===== config.mk =====
export PLATFORM = sky130hd
export DESIGN_NAME = key_note_encoder_flat
export DESIGN_NICKNAME = d
export VERILOG_FILES = /design/src/rtl/key_note_encoder_pkg.sv /design/src/rtl/key_note_encoder_if.sv /design/src/rtl/key_note_encoder_debounce.sv /design/src/rtl/key_note_encoder.sv /design/src/flat_wrapper.sv
export SDC_FILE = /design/constraint.sdc
export NUM_CORES = 1
export LEC_CHECK = 0
export BUFFER_PORTS_ARGS = -buffer_cell sky130_fd_sc_hd__buf_2
export CORE_UTILIZATION = 50
export DETAILED_ROUTE_END_ITERATION = 7
export GPL_TIMING_DRIVEN = 0
export PLACE_DENSITY = 0.79
export SLEW_MARGIN = 15
export SYNTH_ARGS = -nofsm -noshare
export SYNTH_HDL_FRONTEND = slang
export SYNTH_SLANG_ARGS = --single-unit

===== constraint.sdc =====
create_clock -name clk -period 1.6 [get_ports clk]
set_input_delay 0.08 -clock clk [delete_from_list [all_inputs] [get_ports clk]]
set_output_delay 0.08 -clock clk [all_outputs]
set_load 0.02 [all_outputs]

===== src/rtl/key_note_encoder_pkg.sv =====
// -----------------------------------------------------------------------------
// key_note_encoder_pkg
// Purpose : Shared constants and helpers for the piano key input path. The
//           4-bit note codes are also used by the LED display and the tone
//           generator, so they live here and nowhere else.
// Contents: NOTE_* codes, note_code_t, NUM_KEYS, encode_keys() priority
//           encoder (highest pitch wins).
// -----------------------------------------------------------------------------
package key_note_encoder_pkg;

    localparam int NUM_KEYS = 8;

    typedef logic [3:0] note_code_t;

    localparam note_code_t NOTE_C5   = 4'h0;
    localparam note_code_t NOTE_B    = 4'h1;
    localparam note_code_t NOTE_A    = 4'h2;
    localparam note_code_t NOTE_G    = 4'h3;
    localparam note_code_t NOTE_F    = 4'h4;
    localparam note_code_t NOTE_E    = 4'h5;
    localparam note_code_t NOTE_D    = 4'h6;
    localparam note_code_t NOTE_C4   = 4'h7;
    localparam note_code_t NOTE_NONE = 4'h8;

    // Key bit 7 is C5 (highest pitch) and takes priority over everything
    // below it; bit 0 is C4. No key held gives NOTE_NONE.
    function automatic note_code_t encode_keys(input logic [NUM_KEYS-1:0] keys);
        note_code_t code;
        if (keys[7])      code = NOTE_C5;
        else if (keys[6]) code = NOTE_B;
        else if (keys[5]) code = NOTE_A;
        else if (keys[4]) code = NOTE_G;
        else if (keys[3]) code = NOTE_F;
        else if (keys[2]) code = NOTE_E;
        else if (keys[1]) code = NOTE_D;
        else if (keys[0]) code = NOTE_C4;
        else              code = NOTE_NONE;
        return code;
    endfunction

endpackage


===== src/rtl/key_note_encoder_if.sv =====
// -----------------------------------------------------------------------------
// key_note_encoder_if
// Purpose : Bundles the key input and note output signals of the encoder.
// Signals : key_raw     - raw key levels, 1 = pressed (bit 0 = C4, bit 7 = C5)
//           key_db      - debounced key levels
//           note        - encoded note code (NOTE_* in the package)
//           note_change - one-cycle pulse on the first cycle of a new note
// Modports: master - drives key_raw, observes outputs (keyboard side / bench)
//           slave  - the encoder itself
// -----------------------------------------------------------------------------
interface key_note_encoder_if;
    import key_note_encoder_pkg::*;

    logic [NUM_KEYS-1:0] key_raw;
    logic [NUM_KEYS-1:0] key_db;
    note_code_t          note;
    logic                note_change;

    modport master (
        output key_raw,
        input  key_db,
        input  note,
        input  note_change
    );

    modport slave (
        input  key_raw,
        output key_db,
        output note,
        output note_change
    );

endinterface


===== src/rtl/key_note_encoder_debounce.sv =====
// -----------------------------------------------------------------------------
// key_debounce
// Purpose : Single-bit two-flop synchroniser followed by a stability counter.
//           The debounced level only follows the synchronised input after it
//           has differed from the current level for DEBOUNCE_CYCLES
//           consecutive clocks; any return to the current level restarts
//           the count.
// Ports   : clk       - system clock
//           rst_n     - synchronous active-low reset
//           i_key_raw - asynchronous key level
//           o_key_db  - debounced key level (registered)
// -----------------------------------------------------------------------------
module key_debounce
    import key_note_encoder_pkg::*;
#(
    parameter int DEBOUNCE_CYCLES = 500000,
    parameter int CNT_W           = 20
) (
    input  logic clk,
    input  logic rst_n,
    input  logic i_key_raw,
    output logic o_key_db
);

    localparam logic [CNT_W-1:0] CNT_LAST = CNT_W'(DEBOUNCE_CYCLES - 1);

    logic             r_s1;
    logic             r_s2;
    logic             r_db;
    logic [CNT_W-1:0] r_cnt;

    always_ff @(posedge clk) begin
        if (!rst_n) begin
            r_s1  <= 1'b0;
            r_s2  <= 1'b0;
            r_db  <= 1'b0;
            r_cnt <= '0;
        end else begin
            r_s1 <= i_key_raw;
            r_s2 <= r_s1;
            if (r_s2 == r_db) begin
                r_cnt <= '0;
            end else if (r_cnt == CNT_LAST) begin
                // This edge is the DEBOUNCE_CYCLES-th consecutive one with
                // r_s2 different from r_db, so the new level is accepted.
                r_db  <= r_s2;
                r_cnt <= '0;
            end else begin
                r_cnt <= r_cnt + 1'b1;
            end
        end
    end

    assign o_key_db = r_db;

endmodule


===== src/rtl/key_note_encoder.sv =====
// -----------------------------------------------------------------------------
// key_note_encoder
// Purpose : Synchronises and debounces the 8 piano keys, priority-encodes the
//           held keys into the shared 4-bit note code and pulses note_change
//           for one cycle whenever the registered note takes a new value.
// Ports   : clk   - system clock, all state on the rising edge
//           rst_n - synchronous active-low reset
//           bus   - key_note_encoder_if.slave:
//                     key_raw (in), key_db/note/note_change (out)
// Params  : DEBOUNCE_CYCLES - stable cycles needed to change a key level
//           CNT_W           - width of each per-key debounce counter
// -----------------------------------------------------------------------------
module key_note_encoder
    import key_note_encoder_pkg::*;
#(
    parameter int DEBOUNCE_CYCLES = 500000,
    parameter int CNT_W           = 20
) (
    input  logic                clk,
    input  logic                rst_n,
    key_note_encoder_if.slave   bus
);

    logic [NUM_KEYS-1:0] w_key_db;
    note_code_t          w_note_enc;
    note_code_t          r_note;
    logic                r_note_change;

    generate
        for (genvar gi = 0; gi < NUM_KEYS; gi++) begin : g_key
            key_debounce #(
                .DEBOUNCE_CYCLES (DEBOUNCE_CYCLES),
                .CNT_W           (CNT_W)
            ) u_key_debounce (
                .clk       (clk),
                .rst_n     (rst_n),
                .i_key_raw (bus.key_raw[gi]),
                .o_key_db  (w_key_db[gi])
            );
        end
    endgenerate

    assign w_note_enc = encode_keys(w_key_db);

    // The pulse compares the value being loaded against the value held, so
    // a lower-priority key changing under a held higher key gives no pulse,
    // and several keys flipping together give at most one.
    always_ff @(posedge clk) begin
        if (!rst_n) begin
            r_note        <= NOTE_NONE;
            r_note_change <= 1'b0;
        end else begin
            r_note        <= w_note_enc;
            r_note_change <= (w_note_enc != r_note);
        end
    end

    assign bus.key_db      = w_key_db;
    assign bus.note        = r_note;
    assign bus.note_change = r_note_change;

endmodule


===== src/flat_wrapper.sv =====
// flat-port wrapper written by rule: the top's interface ports become plain ports
module key_note_encoder_flat import key_note_encoder_pkg::*;
#(
    parameter int DEBOUNCE_CYCLES = 500000,
    parameter int CNT_W           = 20
)
  (clk, rst_n, bus_key_raw, bus_key_db, bus_note, bus_note_change);
  key_note_encoder_if bus_i ();
  input  logic clk;
  input  logic rst_n;
  input wire logic [$bits(bus_i.key_raw)-1:0] bus_key_raw;
  output wire logic [$bits(bus_i.key_db)-1:0] bus_key_db;
  output wire logic [$bits(bus_i.note)-1:0] bus_note;
  output wire logic [$bits(bus_i.note_change)-1:0] bus_note_change;
  assign bus_i.key_raw = bus_key_raw;
  assign bus_key_db = bus_i.key_db;
  assign bus_note = bus_i.note;
  assign bus_note_change = bus_i.note_change;
  key_note_encoder #(.DEBOUNCE_CYCLES(DEBOUNCE_CYCLES), .CNT_W(CNT_W)) u_core (.clk(clk), .rst_n(rst_n), .bus(bus_i));
endmodule

==> metrics.md, run 1 <==
| Metric | Value |
|---|---|
| Tmin final | between 1.5 and 2 ns |
| Ports | 23 |
| Seq/Total Area, Yosys | 47.3% |
| Initial drt markers | a little under 400 |
| TritonCTS clock tree | done |
| GPL Wtd Cong | approximately 0.81 |
| Core ar. | ~15000 sq um |
| H-Tree Depth | 4 |
| DRC viols | 0 |
| WL/cell | ~16 um |
| Clk_lat worst skew | approximately 0.44 ns |
| Max Clk Rate | roughly 580 MHz |
| Post-synth top area cell | dfxtp_1 |
| Synth Register Bits | about 190 |
| Global-route wire length before repair | 26700 um |
| Required @ worst endpoint | about 1.9 ns |
| Overall power | between 8 and 9 mW |
| Max-cap violations | 0 |
| Data arrival time of the worst path | roughly 2 ns |
| Hold Path Origin | rst_n |
| Port buffer count | 22 |
| RR Startpoint | u_core.g_key[1].u_key_debounce.r_cnt[0] |
| Share of layout cells above drive strength 1 | a little under a third |
| Total wire length | ~19000 um |
| Critical-path cell list | ha_4 -> and4_4 -> nand2_4 -> nor4_4 -> or2_1 -> buf_6 -> buf_6 -> nor2_1 |
| Sequential power share | around 53% |
| Max_slew headroom | 64.6% |
| Synth top area cells | dfxtp_1 47%, xor2_1 9.7%, nor2_1 9.4% |
| Final setup violation count | 63 |
| Cell internal pwr | between 6 and 7 mW |
| Core Util, Final | between 60% and 70% |
| Synthesized area per cell | 8.80 sq um |
| Static Leak | 3.66 nW |
| Die ar. | around 17000 sq um |
| Clock skew | 0.0139 ns |
| CP Max Fanout | 5 |
| Switching Fraction | 21.7% |
| Slowest-stage cell, CP | dfxtp_4 |
| Initial antenna violation count | 0 |
| Net Count, Synth | just over 900 |
| DPL Wire Length | around 10000 um |
| CTS Buf Count | 17 |
| Routed vias/inst | about 5.3 |
| Critical path class | reg -> reg |
| Synth warnings | 0 |
| Min-delay worst type | in -> reg |
| R2r endpoint | u_core.g_key[1].u_key_debounce.r_cnt[13] |
| GRT Residual Overflow | 0 |
| Largest net degree at the start of global routing | 17 |
| Area Overhead vs Synth | 32.3% |
| Synth cell types | 38 |
| Clock network fraction of total power | 44.4% |
| Hold Crit Endpoint | u_core.g_key[3].u_key_debounce.o_key_db |
| Status | finished with violations |
| Unrepaired setup endpoints after global routing | yes |
| Deepest clock path buffer count | 2 |
| Die Y | 128 um |
| Vias | 6589 |
| Critical path launch point type | register |
| Global router's overall resource usage | between 20 and 25% |
| EDFF count, synth | 0 |
| Most common library cells after synthesis | 200 x nor2_1, 189 x dfxtp_1, 89 x xor2_1, 66 x nand2_1, 65 x xnor2_1 |
| Final worst setup slack | -0.126 ns |
| Mapped Area | around 8000 sq um |
| Failing checks | negative setup slack |
| Ant. Diodes | 0 |
| DIE WIDTH | 128 um |
| Switching pwr | 1.92 mW |
| Root buffer cell | clkbuf_16 |
| Final hold violations | 0 |
| Post-route ant nets | 0 |
| Max incr delay on CP | between 0.3 and 0.4 ns |
| Worst reg2reg path depth | 8 |
| Clock tree sinks | around 190 |
| Dominant synthesized flop cell | dfxtp_1 |
| Synth top area share | 47.3% |
| Logic gate share of total power | approximately 2.4% |
| VDD IR max | 0.890 mV |
| Cells after Synth | just over 900 |
| Worst-margin pin slew | 0.531 ns |
| Period utilisation layout | 108% |
| Final Max Slew Viols | 0 |
| R2r setup slk | -0.13 ns |
| Vias in the first global route | 5835 |
| Most numerous cell in the Yosys netlist | nor2_1 |
| Pwr Density | 838 nW/um^2 |
| Nets@finish | slightly above 1000 |
| Clock transition at the registers of the reported paths | roughly 0.070 ns |
| Post-synth ARST share | 0% |
| Crit path top cell by count | buf_6 |
| Drt pass-1 iters | 5 |
| Hold path cells | 3 |
| Starting density of the core | around 52% |
| Crit. End Element | register |
| Row cnt | 45 |
==> cells by family (layout without fill, tap and decap cells) <==
logic type	count (synthesis)	count (layout)	synth area share, %
multiplexers	5	5	0.641
AO/OA/AOI/OAI	11	11	0.766
buffers and inverters	50	166	3.38
adder cells (fa/ha/maj)	8	8	1.25
XOR/XNOR	154	154	16.9
flip-flops	189	189	47.3
AND/OR/NAND/NOR	492	492	29.8
==> sequential cells by signal, summed over array words and instances (netlist names) <==
register,flops
u_core.g_key.u_key_debounce.r_s1,8
u_core.bus.note,4
u_core.g_key.u_key_debounce.r_s2,8
u_core.g_key.u_key_debounce.r_cnt,160
u_core.bus.note_change,1
u_core.g_key.u_key_debounce.o_key_db,8
==> power groups by stage <==
| stage | sequential [mW] | combinational, mW | clock (mW) |
|---|---|---|---|
| 5_1_grt | 4.72 | 0.227 | 4.18 |
| 3_3_place_gp | 4.85 | 0.109 | 0 |
| 2_1_floorplan | 4.85 | 0.0741 | 0 |
| 3_5_place_dp | 4.85 | 0.110 | 0 |
| 6_report | 4.72 | 0.211 | 3.94 |
| 4_1_cts | 4.74 | 0.158 | 3.98 |
==> metrics by stage <==
step                      hold WS, ns  setup WS, ns  std cells  cell area [sq um]  setup TNS [ns]
after CTS                      0.0527        -0.156       1206               9630           -3.82
after detailed placement        0.291        -0.357       1142               8470          -26.32
final                          0.0759        -0.126       1236              10600           -4.19
after global routing            0.107        -0.172       1236              10600           -9.10
after floorplan                 0.207       -0.0199        909               8090          -0.354
after global placement          0.290        -0.304       1142               8470          -23.08
==> cells in the final DEF (no fill, tap or decap), types with 8 or more instances in the layout <==
master and n:
nand4_1 41, dfxtp_4 15, nor3_1 13, and3_1 24, ha_4 8, clkbuf_16 22, nor2_2 32, buf_2 22
nor2_1 142, buf_6 13, and2_1 19, nor4_4 9, dfxtp_2 33, buf_4 54, nor2_4 26, dfxtp_1 141
xor2_1 84, nand3_1 54, dlygate4sd3_1 9, inv_1 17, nand2_1 64, xnor2_1 65
==> worst max-delay path: cells and delay by family, from the launching register on <==
| kind | cells | cell delay [ns] |
|---|---|---|
| AND/OR/NAND/NOR | 5 | 0.80 |
| flip-flops | 1 | 0.37 |
| buffers and inverters | 2 | 0.27 |
| adder cells (fa/ha/maj) | 1 | 0.15 |
==> routing by layer <==
layer	part of all wire, %	track usage (%)	up-vias
li1	-	-	3226
met1	42	25.0	3195
met2	53	35.1	122
met3	2.9	4.28	46
met4	2.6	6.71	0
met5	0	0	-
==> final cells by class <==
| class | instances | area (sq um) |
|---|---|---|
| Multi-Input combinational cell | 670 | 4760 |
| Timing Repair Buffer | 92 | 830 |
| Sequential cell | 189 | 3880 |
| Tap cell | 211 | 264 |
| Fill cell | 1047 | 4840 |
| Buffer | 24 | 236 |
| Clock buffer | 21 | 480 |
| Inverter | 19 | 71.3 |
| Clock inverter | 10 | 65.1 |
==> worst max path at each step <==
stage / slack, ns / start / cells past startpoint / end
6_report: -0.13 / u_core.g_key[1].u_key_debounce.r_cnt[0] / 8 / u_core.g_key[1].u_key_debounce.r_cnt[13]
5_1_grt: -0.17 / u_core.g_key[1].u_key_debounce.r_cnt[0] / 8 / u_core.g_key[1].u_key_debounce.r_cnt[14]
4_1_cts: -0.16 / u_core.g_key[1].u_key_debounce.r_cnt[11] / 7 / u_core.g_key[1].u_key_debounce.r_cnt[17]
3_5_place_dp: -0.36 / u_core.g_key[3].u_key_debounce.r_cnt[0] / 7 / u_core.g_key[3].u_key_debounce.r_cnt[10]
3_3_place_gp: -0.30 / u_core.g_key[3].u_key_debounce.r_cnt[0] / 7 / u_core.g_key[3].u_key_debounce.r_cnt[12]
2_1_floorplan: -0.02 / u_core.g_key[3].u_key_debounce.r_cnt[0] / 7 / u_core.g_key[3].u_key_debounce.r_cnt[15]
==> repair_timing <==
| item | in CTS | in global routing |
|---|---|---|
| setup endpoints to repair | 153 | 133 |
| hold endpoints to repair | 12 | 0 |
| pin swaps | 21 | 81 |
| setup buffers | 23 | 30 |
| gates resized for setup | 86 | 171 |
| gates cloned | 3 | 5 |
| hold buffers | 9 | 0 |
Power figures use the tool's default switching activity.
==> inputs of run 2 (changes only) <==
Settings changed: CORE_UTILIZATION 50 to 40, PLACE_DENSITY 0.79 to 0.67, SETUP_SLACK_MARGIN set to 0.02, SYNTH_HIERARCHICAL set to 1.
==> run 2 against run 1 <==
Compared with the run above:
- the flow still finishes with violations (negative setup slack)
- power increased by 3.2%
- utilization decreased by 16 points
- non-clock buffer count decreased by 18
- clock skew decreased by 0.0064 ns
- flip-flop and latch count unchanged
- via count increased by 7.7%
- clock power increased by 8.9%
- die area increased by 37%
- critical path depth decreased by 3
- first-iteration DRC count decreased by 31%
- cell count increased by 11%
- clock-buffer cell count decreased by 1
- critical path type unchanged
==> metrics.md, run 2 <==
| Metric | Value |
|---|---|
| Status | finished with violations |
| Failing checks | negative setup slack |
| DPL Wire Length | 11800 um (+19%) |
| Clk_lat worst skew | 0.43 ns (about the same) |
| Required @ worst endpoint | 1.96 ns (+0.04 ns) |
| Final worst setup slack | -0.198 ns (-0.0714 ns) |
| Post-route insts no fill | 1373 (+11%) |
| Period utilisation layout | 112% (+4.5 points) |
| Commonest non-fill, non-tap cell in the layout | nor2_1 |
| Die Y | 150 um (+17%) |
| Ant. Diodes | 0 (unchanged) |
| Initial antenna violation count | 0 (unchanged) |
| Nets@finish | 1103 (+7.0%) |
| TritonCTS clock tree | done |
| Max-cap violations | 0 (unchanged) |
| Final Max Slew Viols | 0 (unchanged) |
| Largest register FFs | 160 (unchanged) |
| Global router's overall resource usage | 16.5% (-3.8 points) |
| Clock tree sinks | 189 (unchanged) |
| Starting density of the core | 41.3% (-11 points) |
| Top reg by flops | u_core/g_key.u_key_debounce/r_cnt |
| Die ar. | 22600 sq um (+37%) |
| R2r endpoint | u_core/g_key[1].u_key_debounce/r_cnt[18] |
| Dpl cells | 1288 (+13%) |
| Row cnt | 53 (+18%) |
| Crit path top cell by count | or4_4 |
| Synthesized area per cell | 8.87 sq um (+0.82%) |
| Hold_ws | 0.126 ns (+0.0501 ns) |
| Overall power | 9.16 mW (+3.2%) |
| Initial drt markers | 269 (-31%) |
| Worst-margin pin slew | 0.631 ns (+0.0995 ns) |
| Min-delay worst type | in -> reg |
| Final setup violation count | 26 (-59%) |
| Crit. End Element | register |
| Clock skew | 0.00758 ns (-0.00635 ns) |
| Max Clk Rate | 556 MHz (-4.0%) |
| Area occupied by multi-input gates | 5350 sq um (+13%) |
| Synth top area share | 43.0% (-4.3 points) |
| Port buffer count | 22 (unchanged) |
| Unrepaired setup endpoints after global routing | yes |
| Drt pass-1 iters | 5 (unchanged) |
| RR Startpoint | u_core/g_key[1].u_key_debounce/r_cnt[5] |
| Seq/Total Area, Yosys | 43.0% (-4.3 points) |
| EDFF count, synth | 0 (unchanged) |
| Area Overhead vs Synth | 27.1% |
| Placed Area | 9520 sq um (+12%) |
| Clock transition at the registers of the reported paths | 0.06 ns (about the same) |
| Pwr Density | 819 nW/um^2 (-2.3%) |
| Cells after Synth | 991 (+9.0%) |
| R2r setup slk | -0.20 ns (-0.07 ns) |
| Dominant synthesized flop cell | dfxtp_1 |
| Setup TNS | -4.20 ns (-0.00278 ns) |
| CP Max Fanout | 7 (+2) |
| DIE WIDTH | 150 um (+17%) |
| WL/cell | 13.5 um (-13%) |
| Vias in the first global route | 6535 (+12%) |
| Share of layout cells above drive strength 1 | 30.3% (about the same) |
| Critical path launch point type | register |
| Largest net degree at the start of global routing | 44 (+27) |
| Synth top area cells | dfxtp_1 43%, xnor2_1 9.4%, nor2_1 6.3% |
| Tmin final | 1.80 ns (+0.0714 ns) |
| Most common library cells after synthesis | 189 x dfxtp_1, 147 x nor2_1, 94 x xnor2_1, 93 x nand2_1, 60 x nor3_1 |
| Post-synth ARST share | 0% (unchanged) |
| Core ar. | 21300 sq um (+38%) |
| Post-route ant nets | 0 (unchanged) |
| Final hold violations | 0 (unchanged) |
| Total wire length | 18500 um (-3.8%) |
| Root buffer cell | clkbuf_16 |
| Deepest clock path buffer count | 2 (unchanged) |
| Vias | 7096 (+7.7%) |
| Max_slew headroom | 57.9% (-6.6 points) |
| Data arrival time of the worst path | 2.16 ns (+0.11 ns) |
| Synth Register Bits | 189 (unchanged) |
| GRT Residual Overflow | 0 (unchanged) |
| CP startpoint | u_core/g_key[1].u_key_debounce/r_cnt[5] |
| DRC viols | 0 (unchanged) |
| Static Leak | 3.61 nW (-1.4%) |
| Slowest-stage cell, CP | or4_4 |
| Worst reg2reg path depth | 5 (-3) |
| Routed vias/inst | 5.17 (-3.1%) |
| Fillers | 1866 (+78%) |
| Critical path class | reg -> reg |
| CTS Buf Count | 17 (unchanged) |
| Commonest non-fill, non-tap cells in the layout | 138 x nor2_1, 113 x dfxtp_1, 93 x xnor2_1 |
| Most numerous cell in the Yosys netlist | dfxtp_1 |
| Net Count, Synth | 1009 (+8.8%) |
| Synth warnings | 6 (+6) |
| Final instance area | 11200 sq um (+5.6%) |
| Global-route wire length before repair | 30200 um (+13%) |
| GPL Wtd Cong | 0.806 (-0.67%) |
| Max incr delay on CP | 0.56 ns (+0.19 ns) |
| Critical-path cell list | buf_6 -> nand3_2 -> or4_4 -> or4_4 -> a21oi_2 |
| Ports | 23 (unchanged) |
| Post-synth top area cell | dfxtp_1 |
| VDD IR max | 0.631 mV (-29%) |
| Mapped Area | 8790 sq um (+9.9%) |
| Worst setup path endpoint | u_core/g_key[1].u_key_debounce/r_cnt[18] |
| Synth cell types | 46 (+21%) |
| Register area | 3930 sq um (+1.2%) |
| H-Tree Depth | 4 (unchanged) |
-- run 2: worst min-delay path by stage --
| stage | endpoint | startpoint | cells after the start |
|---|---|---|---|
| 2_1_floorplan | u_core/bus.note[3] | rst_n | 1 |
| 3_3_place_gp | u_core/g_key[5].u_key_debounce/r_s1 | bus_key_raw[5] | 2 |
| 3_5_place_dp | u_core/g_key[7].u_key_debounce/r_s1 | bus_key_raw[7] | 2 |
| 4_1_cts | u_core/bus.note[3] | rst_n | 2 |
| 5_1_grt | u_core/bus.note[3] | rst_n | 2 |
| 6_report | u_core/bus.note[3] | rst_n | 2 |
-- run 2: per-layer routing --
metal  wire [um]  track usage, %
met3         726            4.18
met4         241            5.25
met1        8850            21.4
met2        8660            26.7
met5           0               0
-- run 2: repair_timing --
item                                    4_1_cts  5_1_grt
gates resized for setup                      79      114
setup buffers                                20       21
endpoints found under the setup margin      114      133
hold endpoints to repair                      8        0
pin swaps                                    17       39
hold buffers                                  8        0
cloned                                        1        3
-- run 2: cells by family (layout without fill, tap and decap cells) --
| group | after synthesis | in the layout | synth area share [%] |
|---|---|---|---|
| fa+ha+maj | 8 | 8 | 1.14 |
| compound gates | 66 | 66 | 5.18 |
| xor+xnor | 122 | 122 | 12.2 |
| simple gates | 527 | 527 | 32.4 |
| buf+inv | 57 | 164 | 3.53 |
| flops | 189 | 189 | 43.0 |
| mux | 22 | 22 | 2.56 |
-- run 2: worst max-delay path: cells and delay by family (launching register included) --
family          cells  cell delay, ns
compound gates      1            0.14
flops               1            0.33
simple gates        3            1.13
buf+inv             1            0.13
-- run 2: through the flow --
stage	setup slack [ns]	util, %
floorplan	-0.116	-
global placement	-0.312	44.7
detailed placement	-0.326	44.7
CTS	-0.178	49.8
global route	-0.256	52.5
finish	-0.198	52.5
-- run 2: where the power goes --
group | switching [mW] | internal, mW | total (mW)
clock network | 1.85 | 2.44 | 4.29
logic | 0.0783 | 0.0771 | 0.155
registers | 0.0170 | 4.70 | 4.71
-- run 2: area by class of cell --
cell class                      instances  area share, %
Sequential cell                       189           35.1
Multi-Input combinational cell        745           47.9
Inverter                               34           1.14
Clock buffer                           20           4.17
Buffer                                 23           2.19
Timing Repair Buffer                   75           5.19
Clock inverter                         12           1.21
Tap cell                              275           3.08
==> inputs of run 3 (changes only) <==
Settings changed: REMOVE_ABC_BUFFERS set to 1.
==> run 3 against run 2 <==
Compared with the run above:
- the run still ends with negative setup slack left
- sequential share of layout area fell by 0.16 points
- cell area rose by 4.5%
- register-to-register slack improved by 0.06 ns
- via count rose by 3.5%
- clock-buffer cell count rose by 2
- flip-flop and latch count did not move
- critical path type unchanged
==> metrics.md, run 3 (same netlist as run 2, synthesis figures left out) <==
| Metric | Value |
|---|---|
| Period utilisation layout | 109% (-3.8 points) |
| Area occupied by multi-input gates | 5430 sq um (+1.4%) |
| Deepest clock path buffer count | 2 (unchanged) |
| Vias in the first global route | 7003 (+7.2%) |
| Vias | 7346 (+3.5%) |
| GPL Wtd Cong | 0.800 (-0.76%) |
| DRC viols | 0 (unchanged) |
| Critical path launch point type | register |
| H-Tree Depth | 4 (unchanged) |
| Hold_ws | 0.133 ns (+0.00695 ns) |
| Initial drt markers | 345 (+28%) |
| Final Max Slew Viols | 0 (unchanged) |
| Post-route ant nets | 0 (unchanged) |
| TritonCTS clock tree | done |
| Clock network fraction of total power | 47.0% (+0.2 points) |
| DPL Wire Length | 11200 um (-4.7%) |
| Ports | 23 (unchanged) |
| Share of layout cells above drive strength 1 | 34.3% (+3.9 points) |
| VDD IR max | 0.721 mV (+14%) |
| Status | finished with violations |
| Final hold violations | 0 (unchanged) |
| Clock tree sinks | 189 (unchanged) |
| Clock skew | 0.00668 ns (-0.000904 ns) |
| Clock transition at the registers of the reported paths | 0.07 ns (about the same) |
| Global router's overall resource usage | 17.9% (+1.4 points) |
| Crit. End Element | register |
| Nets@finish | 1137 (+3.1%) |
| Logic gate share of total power | 1.9% (+0.2 points) |
| CP Max Fanout | 18 (+11) |
| Post-route insts no fill | 1407 (+2.5%) |
| CP startpoint | u_core/g_key[7].u_key_debounce/r_cnt[0] |
| Pre-CTS setup slack | -0.660 ns (-0.334 ns) |
| Largest net degree at the start of global routing | 44 (unchanged) |
| Global-route wire length before repair | 32800 um (+8.6%) |
| Row cnt | 53 (unchanged) |
| Routed vias/inst | 5.22 (+1.0%) |
| Top reg by flops | u_core/g_key.u_key_debounce/r_cnt |
| GRT Residual Overflow | 0 (unchanged) |
| Fillers | 1788 (-4.2%) |
| R2r setup slk | -0.14 ns (+0.06 ns) |
| Failing checks | negative setup slack |
| Starting density of the core | 41.3% (unchanged) |
| Worst-margin pin slew | 0.643 ns (+0.0117 ns) |
| Pwr Density | 774 nW/um^2 (-5.5%) |
| Commonest non-fill, non-tap cell in the layout | nor2_1 |
| Final worst setup slack | -0.137 ns (+0.0606 ns) |
| Switching pwr | 1.88 mW (-3.5%) |
| Overall power | 9.04 mW (-1.3%) |
| Root buffer cell | clkbuf_16 |
| Critical path class | reg -> reg |
| RR Startpoint | u_core/g_key[7].u_key_debounce/r_cnt[0] |
| Total wire length | 20100 um (+8.6%) |
| Ant. Diodes | 0 (unchanged) |
| Die ar. | 22600 sq um (unchanged) |
| Drt pass-1 iters | 5 (unchanged) |
| WL/cell | 14.3 um (+6.0%) |
| Commonest non-fill, non-tap cells in the layout | 133 x nor2_1, 93 x xnor2_1, 89 x dfxtp_1 |
| Switching Fraction | 20.8% (-0.48 points) |
| Area Overhead vs Synth | 32.8% |
| Port buffer count | 22 (unchanged) |
| Data arrival time of the worst path | 2.06 ns (-0.10 ns) |
| Max-cap violations | 0 (unchanged) |
| Dpl cells | 1265 (-1.8%) |
| Final setup violation count | 42 (+62%) |
| Core Util, Final | 54.9% (+2.4 points) |
| Clk_lat worst skew | 0.43 ns (about the same) |
| Worst reg2reg path depth | 6 (+1) |
| Hold Crit Endpoint | u_core/bus.note[3] |
| Cell internal pwr | 7.16 mW (-0.70%) |
| Register area | 4090 sq um (+4.0%) |
| Required @ worst endpoint | 1.92 ns (-0.04 ns) |
| R2r endpoint | u_core/g_key[7].u_key_debounce/r_cnt[10] |
| CTS Buf Count | 17 (unchanged) |
| Max_slew headroom | 57.2% (-0.78 points) |
| Static Leak | 3.92 nW (+8.4%) |
| Initial antenna violation count | 0 (unchanged) |
| Largest register FFs | 160 (unchanged) |
| Max Clk Rate | 576 MHz (+3.5%) |
| Unrepaired setup endpoints after global routing | yes |
| Die Y | 150 um (unchanged) |
| Sequential power share | 51.2% (-0.3 points) |
| Core ar. | 21300 sq um (unchanged) |
| Tmin final | 1.74 ns (-0.0606 ns) |
| DIE WIDTH | 150 um (unchanged) |
| Min-delay worst type | in -> reg |
| Hold Path Origin | rst_n |
| Hold path cells | 2 (unchanged) |
[run 3: cell count changes in the layout (fill, tap and decap cells not counted), sizes merged]
cell | before | now
inv | 36 | 34
clkinv | 4 | 6
clkinvlp | 4 | 2
buf | 89 | 122
clkbuf | 21 | 24
[run 3: layout make-up]
| type | count | share of cell area [%] |
|---|---|---|
| clock buffer | 22 | 4.15 |
| timing repair buffer | 132 | 9.40 |
| multi-input combinational | 745 | 46.5 |
| clock inverter | 10 | 0.964 |
| sequential | 189 | 35.0 |
| inverter | 34 | 1.09 |
| tap | 275 | 2.95 |
[run 3: how the worst max path moves through the flow]
stage / end / slack (ns)
floorplan: u_core/g_key[0].u_key_debounce/r_cnt[18] / -0.31
global placement: u_core/g_key[0].u_key_debounce/r_cnt[16] / -0.64
detailed placement: u_core/g_key[1].u_key_debounce/r_cnt[15] / -0.66
CTS: u_core/g_key[7].u_key_debounce/r_cnt[17] / -0.11
global route: u_core/g_key[7].u_key_debounce/r_cnt[6] / -0.21
finish: u_core/g_key[7].u_key_debounce/r_cnt[10] / -0.14
[run 3: per-stage QoR]
stage               area (sq um)  TNS (ns)
global placement            9060    -77.94
CTS                        11000     -1.87
global route               11700     -7.02
finish                     11700     -4.28
detailed placement          9060    -81.95
floorplan                   8610    -23.26
[run 3: timing repair]
| action | CTS | global route |
|---|---|---|
| endpoints found under the setup margin | 159 | 154 |
| resized for setup | 197 | 129 |
| hold buffers | 8 | 0 |
| gates cloned | 0 | 4 |
| hold endpoints to repair | 8 | 0 |
| buffers inserted | 76 | 23 |
| pin swaps | 42 | 37 |
[run 3: per-layer routing]
layer / part of all wire [%] / routed length (um) / up-vias / global-route usage (%)
met1: 46 / 9210 / 3489 / 22.4
met4: 1.4 / 283 / 0 / 5.40
met3: 3.2 / 639 / 27 / 4.18
met2: 50 / 9940 / 116 / 30.5
met5: 0 / 0 / - / 0
li1: - / - / 3714 / -
[run 3: power groups by stage]
stage	logic, mW	registers (mW)	clock network (mW)
3_3_place_gp	0.0945	4.85	0
2_1_floorplan	0.0544	4.85	0
3_5_place_dp	0.0955	4.85	0
6_report	0.171	4.62	4.24
4_1_cts	0.149	4.66	4.34
5_1_grt	0.188	4.62	4.57
[run 3: critical path, cell delays in order (launching register included)]
cell,delay (ns)
dfxtp_2,0.36
ha_2,0.21
nand4_1,0.20
or3_4,0.47
o21bai_4,0.17
buf_12,0.16
nor2_1,0.06
